--- src/rtl/cpu_types_pkg.sv ---
// Shared CPU/RAM types plus the arbiter state type and round-robin pick helper.
package cpu_types_pkg;
    typedef logic [31:0] word_t;
    typedef enum logic [1:0] {FREE, BUSY, ACCESS, ERROR} ramstate_t;
    typedef enum logic {ARB_IDLE, ARB_BUSY} arb_state_t;

    localparam int RR_MAX = 32;
    localparam int RR_IW  = 5;

    typedef struct packed {
        logic             valid;
        logic [RR_IW-1:0] idx;
    } rr_pick_t;

    // First asserted req at or after ptr, wrapping modulo n (n <= RR_MAX).
    function automatic rr_pick_t rr_pick(input logic [RR_MAX-1:0] req, input int ptr, input int n);
        rr_pick_t res;
        int       idx;
        res = '0;
        for (int k = 0; k < RR_MAX; k++) begin
            idx = ptr + k;
            if (idx >= n) idx = idx - n;
            if (k < n && !res.valid && req[idx[RR_IW-1:0]]) begin
                res.valid = 1'b1;
                res.idx   = idx[RR_IW-1:0];
            end
        end
        return res;
    endfunction
endpackage

--- src/rtl/memory_arbiter_rr_arbiter.sv ---
// Combinational round-robin picker: request vector + pointer -> grant index/valid.
module rr_arbiter
    import cpu_types_pkg::*;
#(
    parameter int NREQ = 4,
    parameter int IW   = (NREQ > 1) ? $clog2(NREQ) : 1
) (
    input  logic [NREQ-1:0] req,
    input  logic [IW-1:0]   ptr,
    output logic [IW-1:0]   grant,
    output logic            valid
);
    rr_pick_t pick;

    always_comb begin
        pick  = rr_pick(RR_MAX'(req), int'(ptr), NREQ);
        grant = IW'(pick.idx);
        valid = pick.valid;
    end
endmodule

--- src/rtl/memory_arbiter.sv ---
// Shares one RAM port among an icache and dcache per CPU with a held round-robin grant.
// Optional MEMARB_DPRIO_EN: dcache requests are scanned before any icache request.
module memory_arbiter
    import cpu_types_pkg::*;
#(
    parameter int CPUS = 2,
    parameter int AW   = 32,
    parameter int DW   = 32
) (
    input  logic                       CLK,
    input  logic                       nRST,
    input  logic [CPUS-1:0]            iREN,
    input  logic [CPUS-1:0][AW-1:0]    iaddr,
    input  logic [CPUS-1:0]            dREN,
    input  logic [CPUS-1:0]            dWEN,
    input  logic [CPUS-1:0][AW-1:0]    daddr,
    input  logic [CPUS-1:0][DW-1:0]    dstore,
    output logic [CPUS-1:0]            iwait,
    output logic [CPUS-1:0]            dwait,
    output logic [CPUS-1:0][DW-1:0]    iload,
    output logic [CPUS-1:0][DW-1:0]    dload,
    input  ramstate_t                  ramstate,
    input  logic [DW-1:0]              ramload,
    output logic [AW-1:0]              ramaddr,
    output logic [DW-1:0]              ramstore,
    output logic                       ramREN,
    output logic                       ramWEN,
    output logic [CPUS-1:0]            ccwait,
    output logic [CPUS-1:0]            ccinv,
    output logic [CPUS-1:0][AW-1:0]    ccsnoopaddr
);
    localparam int NREQ = 2 * CPUS;
    localparam int IW   = $clog2(NREQ);

    arb_state_t      state, state_n;
    logic [IW-1:0]   owner, owner_n, rr_ptr, rr_ptr_n, win;
    logic [NREQ-1:0] req;
    logic            win_vld, owner_req;

    // Even index = dcache c, odd index = icache c.
    always_comb begin
        req = '0;
        for (int c = 0; c < CPUS; c++) begin
            req[2*c]   = dREN[c] | dWEN[c];
            req[2*c+1] = iREN[c];
        end
    end

`ifdef MEMARB_DPRIO_EN
    logic [NREQ-1:0] d_mask;
    logic [IW-1:0]   d_win, i_win;
    logic            d_vld, i_vld;

    always_comb begin
        d_mask = '0;
        for (int r = 0; r < NREQ; r++) d_mask[r] = (r % 2 == 0);
    end

    rr_arbiter #(.NREQ(NREQ), .IW(IW)) u_rr_d (
        .req(req & d_mask), .ptr(rr_ptr), .grant(d_win), .valid(d_vld)
    );
    rr_arbiter #(.NREQ(NREQ), .IW(IW)) u_rr_i (
        .req(req & ~d_mask), .ptr(rr_ptr), .grant(i_win), .valid(i_vld)
    );

    assign win     = d_vld ? d_win : i_win;
    assign win_vld = d_vld | i_vld;
`else
    rr_arbiter #(.NREQ(NREQ), .IW(IW)) u_rr (
        .req(req), .ptr(rr_ptr), .grant(win), .valid(win_vld)
    );
`endif

    always_ff @(posedge CLK or negedge nRST) begin
        if (!nRST) begin
            state  <= ARB_IDLE;
            owner  <= '0;
            rr_ptr <= '0;
        end else begin
            state  <= state_n;
            owner  <= owner_n;
            rr_ptr <= rr_ptr_n;
        end
    end

    always_comb begin
        state_n  = state;
        owner_n  = owner;
        rr_ptr_n = rr_ptr;
        case (state)
            ARB_IDLE: begin
                if (win_vld) begin
                    owner_n = win;
                    state_n = ARB_BUSY;
                end
            end
            ARB_BUSY: begin
                // A dropped request aborts without advancing the pointer.
                if (!owner_req) begin
                    state_n = ARB_IDLE;
                end else if (ramstate == ACCESS) begin
                    state_n  = ARB_IDLE;
                    rr_ptr_n = (int'(owner) == NREQ - 1) ? '0 : owner + IW'(1);
                end
            end
            default: state_n = ARB_IDLE;
        endcase
    end

    always_comb begin
        ramaddr   = '0;
        ramstore  = '0;
        ramREN    = 1'b0;
        ramWEN    = 1'b0;
        iwait     = '1;
        dwait     = '1;
        iload     = '0;
        dload     = '0;
        owner_req = 1'b0;
        if (state == ARB_BUSY) begin
            for (int c = 0; c < CPUS; c++) begin
                if (int'(owner) == 2 * c) begin
                    owner_req = dREN[c] | dWEN[c];
                    ramaddr   = daddr[c];
                    ramstore  = dstore[c];
                    ramWEN    = dWEN[c];
                    ramREN    = dREN[c] & ~dWEN[c];
                    dload[c]  = ramload;
                    if (ramstate == ACCESS && owner_req) dwait[c] = 1'b0;
                end
                if (int'(owner) == 2 * c + 1) begin
                    owner_req = iREN[c];
                    ramaddr   = iaddr[c];
                    ramREN    = 1'b1;
                    iload[c]  = ramload;
                    if (ramstate == ACCESS && owner_req) iwait[c] = 1'b0;
                end
            end
        end
    end

    assign ccwait      = '0;
    assign ccinv       = '0;
    assign ccsnoopaddr = '0;
endmodule

--- config.mk ---
export PLATFORM = sky130hd
export DESIGN_NAME = memory_arbiter
export DESIGN_NICKNAME = d
export VERILOG_FILES = /design/src/rtl/cpu_types_pkg.sv /design/src/rtl/memory_arbiter_rr_arbiter.sv /design/src/rtl/memory_arbiter.sv
export SDC_FILE = /design/constraint.sdc
export NUM_CORES = 1
export LEC_CHECK = 0
export CAP_MARGIN = 30
export CORE_AREA = 2 2 195 197
export CTS_CLUSTER_DIAMETER = 80
export CTS_CLUSTER_SIZE = 25
export DETAILED_ROUTE_END_ITERATION = 7
export DIE_AREA = 0 0 197 199
export DONT_BUFFER_PORTS = 1
export HOLD_SLACK_MARGIN = 0.15
export SLEW_MARGIN = 20
export SYNTH_ARGS = -nofsm -noshare
export SYNTH_HDL_FRONTEND = slang
export SYNTH_SLANG_ARGS = --single-unit
--- constraint.sdc ---
create_clock -name CLK -period 5.1 [get_ports CLK]
set_input_delay 1.02 -clock CLK [delete_from_list [all_inputs] [get_ports CLK]]
set_output_delay 1.02 -clock CLK [all_outputs]
set_load 0.05 [all_outputs]
==> impl_metrics.env <==
export IMPL_status="finished clean"
export IMPL_grt_overflow=0
export IMPL_clockBufferDepth=2
export IMPL_wl_met1_um=7030
export IMPL_via_per_inst=4.05
export IMPL_finClkSkew_ps=2.66
export IMPL_core_area_sq_mm=0.0371
export IMPL_synth_area_sq_mm=0.00351
export IMPL_drt_antenna_violating_nets=0
export IMPL_dr_wl_met2_um=9600
export IMPL_antenna_found_initial=3
export IMPL_ys_types=39
export IMPL_syn_inst=571
export IMPL_maxCapViolations=0
export IMPL_crit_type="reg -> out"
export IMPL_rsz0062_at_grt="no"
export IMPL_num_nets_final=761
export IMPL_maxSlewHeadroom_pct=44.0
export IMPL_crit_buf_inv=2
export IMPL_vias=4030
export IMPL_routed_top_layer="met5"
export IMPL_clkTransAtPathRegs_ps=30
export IMPL_slew_violations=0
export IMPL_die_w_um=197
export IMPL_drc=0
export IMPL_io_pins=500
export IMPL_firstDrtPassIters=5
export IMPL_syn_to_final_growth_pct=8.67
export IMPL_row_count=71
export IMPL_cts_buffers_inserted=3
export IMPL_cts_resized_gates=0
export IMPL_drive_above_1_share_pct=5.20
export IMPL_layoutNonFillerInstCount=995
export IMPL_first_global_vias=3126
export IMPL_place_inst=987
export IMPL_clock_sinks=5
export IMPL_ir_drop_mv=0.349
export IMPL_postCtsSetupBuffers=0
export IMPL_synth_top_area_share_pct=22.8
export IMPL_wirelength_um=18900
export IMPL_cts_max_level=1
export IMPL_regToRegSetupSlack_ps=2290
export IMPL_crit_path_start_kind="flip-flop"
export IMPL_track_usage_pct=8.23
export IMPL_die_height_um=199
export IMPL_worstPathMaxFanout=54
export IMPL_wl_met3_um=1760
export IMPL_initial_core_util_pct=9.45
export IMPL_ys_warn_count=0
export IMPL_worst_slew_pin_slew_ps=839
export IMPL_finalCritPeriodShare_pct=77.5
export IMPL_place_gp_congestion=0.890
export IMPL_hold_buffers=0
export IMPL_clk_latency_ps=230
export IMPL_wire_per_inst_um=19.0
export IMPL_grt_pass1_wl_um=22500
export IMPL_die_area_sq_mm=0.0392
export IMPL_worstHoldPathType="in -> async"
export IMPL_power_density_mw_per_mm2=965
export IMPL_yosysTopAreaCell="and3_1"
export IMPL_hold_violations=0
export IMPL_slowest_stage="and2_1"
export IMPL_timing_setup_tns_ps=0
export IMPL_r2r_end="rr_ptr[1]$_DFFE_PN0P_"
export IMPL_synthTopCellsByArea="and3_1, buf_4, a22o_1, a21oi_1, clkbuf_1"
export IMPL_cp_slowest_stage_delay_ps=640
export IMPL_required_ps=4080
export IMPL_r2r_start="owner[1]$_DFFE_PN0P_"
export IMPL_endpoint_kind="output port"
export IMPL_path_cells="inv_1 -> ha_4 -> and2_1 -> buf_4 -> a22o_1"
export IMPL_clockRootBuffer="clkbuf_16"
export IMPL_ys_seq_elements=5
export IMPL_setup_viol=0
export IMPL_worstPathArrival_ps=2930
export IMPL_synth_avg_cell_area_sq_um=6.14
export IMPL_dp_hpwl_um=15400
export IMPL_io_buffers=0
export IMPL_ys_seq_area_share_pct=3.57
export IMPL_p_leak_nw=1.79
export IMPL_cts_tree="done"
export IMPL_crit_family="simple AND/OR/NAND/NOR gates"
export IMPL_detail_route_iter0_violations=234
export IMPL_post_route_min_period_ps=3950
export IMPL_grt_start_max_net_pins=147
export IMPL_r2r_cells=7
export IMPL_fmax_ghz=0.253
export IMPL_p_total_w=0.00368
## area by class of cell
| type | count | area (sq um) |
|---|---|---|
| Antenna cell | 2 | 5.00 |
| Fill cell | 4280 | 33300 |
| Clock buffer | 4 | 78.8 |
| Sequential cell | 5 | 129 |
| Multi-Input combinational cell | 495 | 2890 |
| Tap cell | 474 | 593 |
| Timing Repair Buffer | 10 | 100 |
| Inverter | 5 | 18.8 |
## logic make-up after synthesis
logic type / synth area share (%)
other: 0.107
buffers and inverters: 22.3
XOR/XNOR: 0.250
AND/OR/NAND/NOR: 42.8
multiplexers: 1.78
adder cells (fa/ha/maj): 2.50
AO/OA/AOI/OAI: 26.7
flip-flops: 3.57
## Yosys cell counts, drive strengths merged
| cell type | n |
|---|---|
| and3 | 128 |
| and2 | 34 |
| inv | 5 |
| xnor2 | 1 |
| or3 | 1 |
| mux2i | 1 |
| buf | 72 |
| dfrtp | 5 |
| a21boi | 1 |
| o21ai | 35 |
| nand3b | 14 |
| or2 | 1 |
| o221ai | 1 |
| nor2 | 25 |
| a31oi | 1 |
| a22oi | 21 |
| conb | 1 |
| a21oi | 50 |
| clkbuf | 61 |
| o31ai | 1 |
| o21bai | 1 |
| nand2 | 51 |
| nor2b | 5 |
| a221o | 1 |
| nand3 | 2 |
| mux2 | 4 |
| ha | 7 |
| a22o | 33 |
| nand4 | 4 |
| nor3 | 3 |
| o21a | 1 |
## worst reg2reg max path, cell delays in order (launching register included)
cell and delay (ps):
dfrtp_1 430, inv_1 130, ha_2 720, buf_4 500, a221o_1 240, a22o_1 160, nand3_1 140, mux2_1 360
## sequential cells by signal, indices dropped and copies added, names as in the netlist
signal,flops
owner,2
rr_ptr,2
state,1
## how the worst max path moves through the flow
stage	to	slack, ps	cells past startpoint	startpoint
finish	ramstore[0]	1150	5	owner[0]$_DFFE_PN0P_
global route	ramaddr[18]	880	8	owner[1]$_DFFE_PN0P_
CTS	ramaddr[20]	1090	8	owner[1]$_DFFE_PN0P_
detailed placement	ramaddr[22]	1340	8	owner[1]$_DFFE_PN0P_
global placement	ramaddr[31]	1380	9	owner[1]$_DFFE_PN0P_
floorplan	ramaddr[10]	2100	9	owner[0]$_DFFE_PN0P_
## stage by stage
stage	area, sq um	util [%]	setup WS (ps)	hold WS [ps]
CTS	3770	10.1	1090	483
global placement	3690	9.93	1380	560
floorplan	3760	-	2100	486
detailed placement	3690	9.93	1340	583
finish	3810	10.3	1150	488
global route	3810	10.3	879	479
## metal layers
layer / track usage (%) / up-vias
met4: 2.06 / 2
met5: 0 / -
li1: - / 1780
met1: 8.52 / 1864
met2: 16.0 / 357
met3: 2.48 / 27
## cell usage in the layout, fill, tap and decap left out, drive strengths merged
cell type  count
and3         128
o221ai         1
mux2           4
mux2i          1
nor2          25
a21boi         1
conb          68
inv            5
o31ai          1
xnor2          1
a22o          33
diode          2
or2            1
a22oi         21
dfrtp          5
nand4          4
clkbuf         4
a31oi          1
nand3b        14
a21oi         50
ha             7
nand3          2
and2          34
nand2         51
a221o          1
o21ai         35
or3            1
o21a           1
nor3           3
nor2b          5
o21bai         1
buf           10
## power by group
| part | switching, W | internal [W] |
|---|---|---|
| Sequential | 0.0000622 | 0.0000623 |
| Combinational | 0.00279 | 0.000636 |
| Clock | 0.0000259 | 0.000104 |
(Power assumes the default switching activity.)
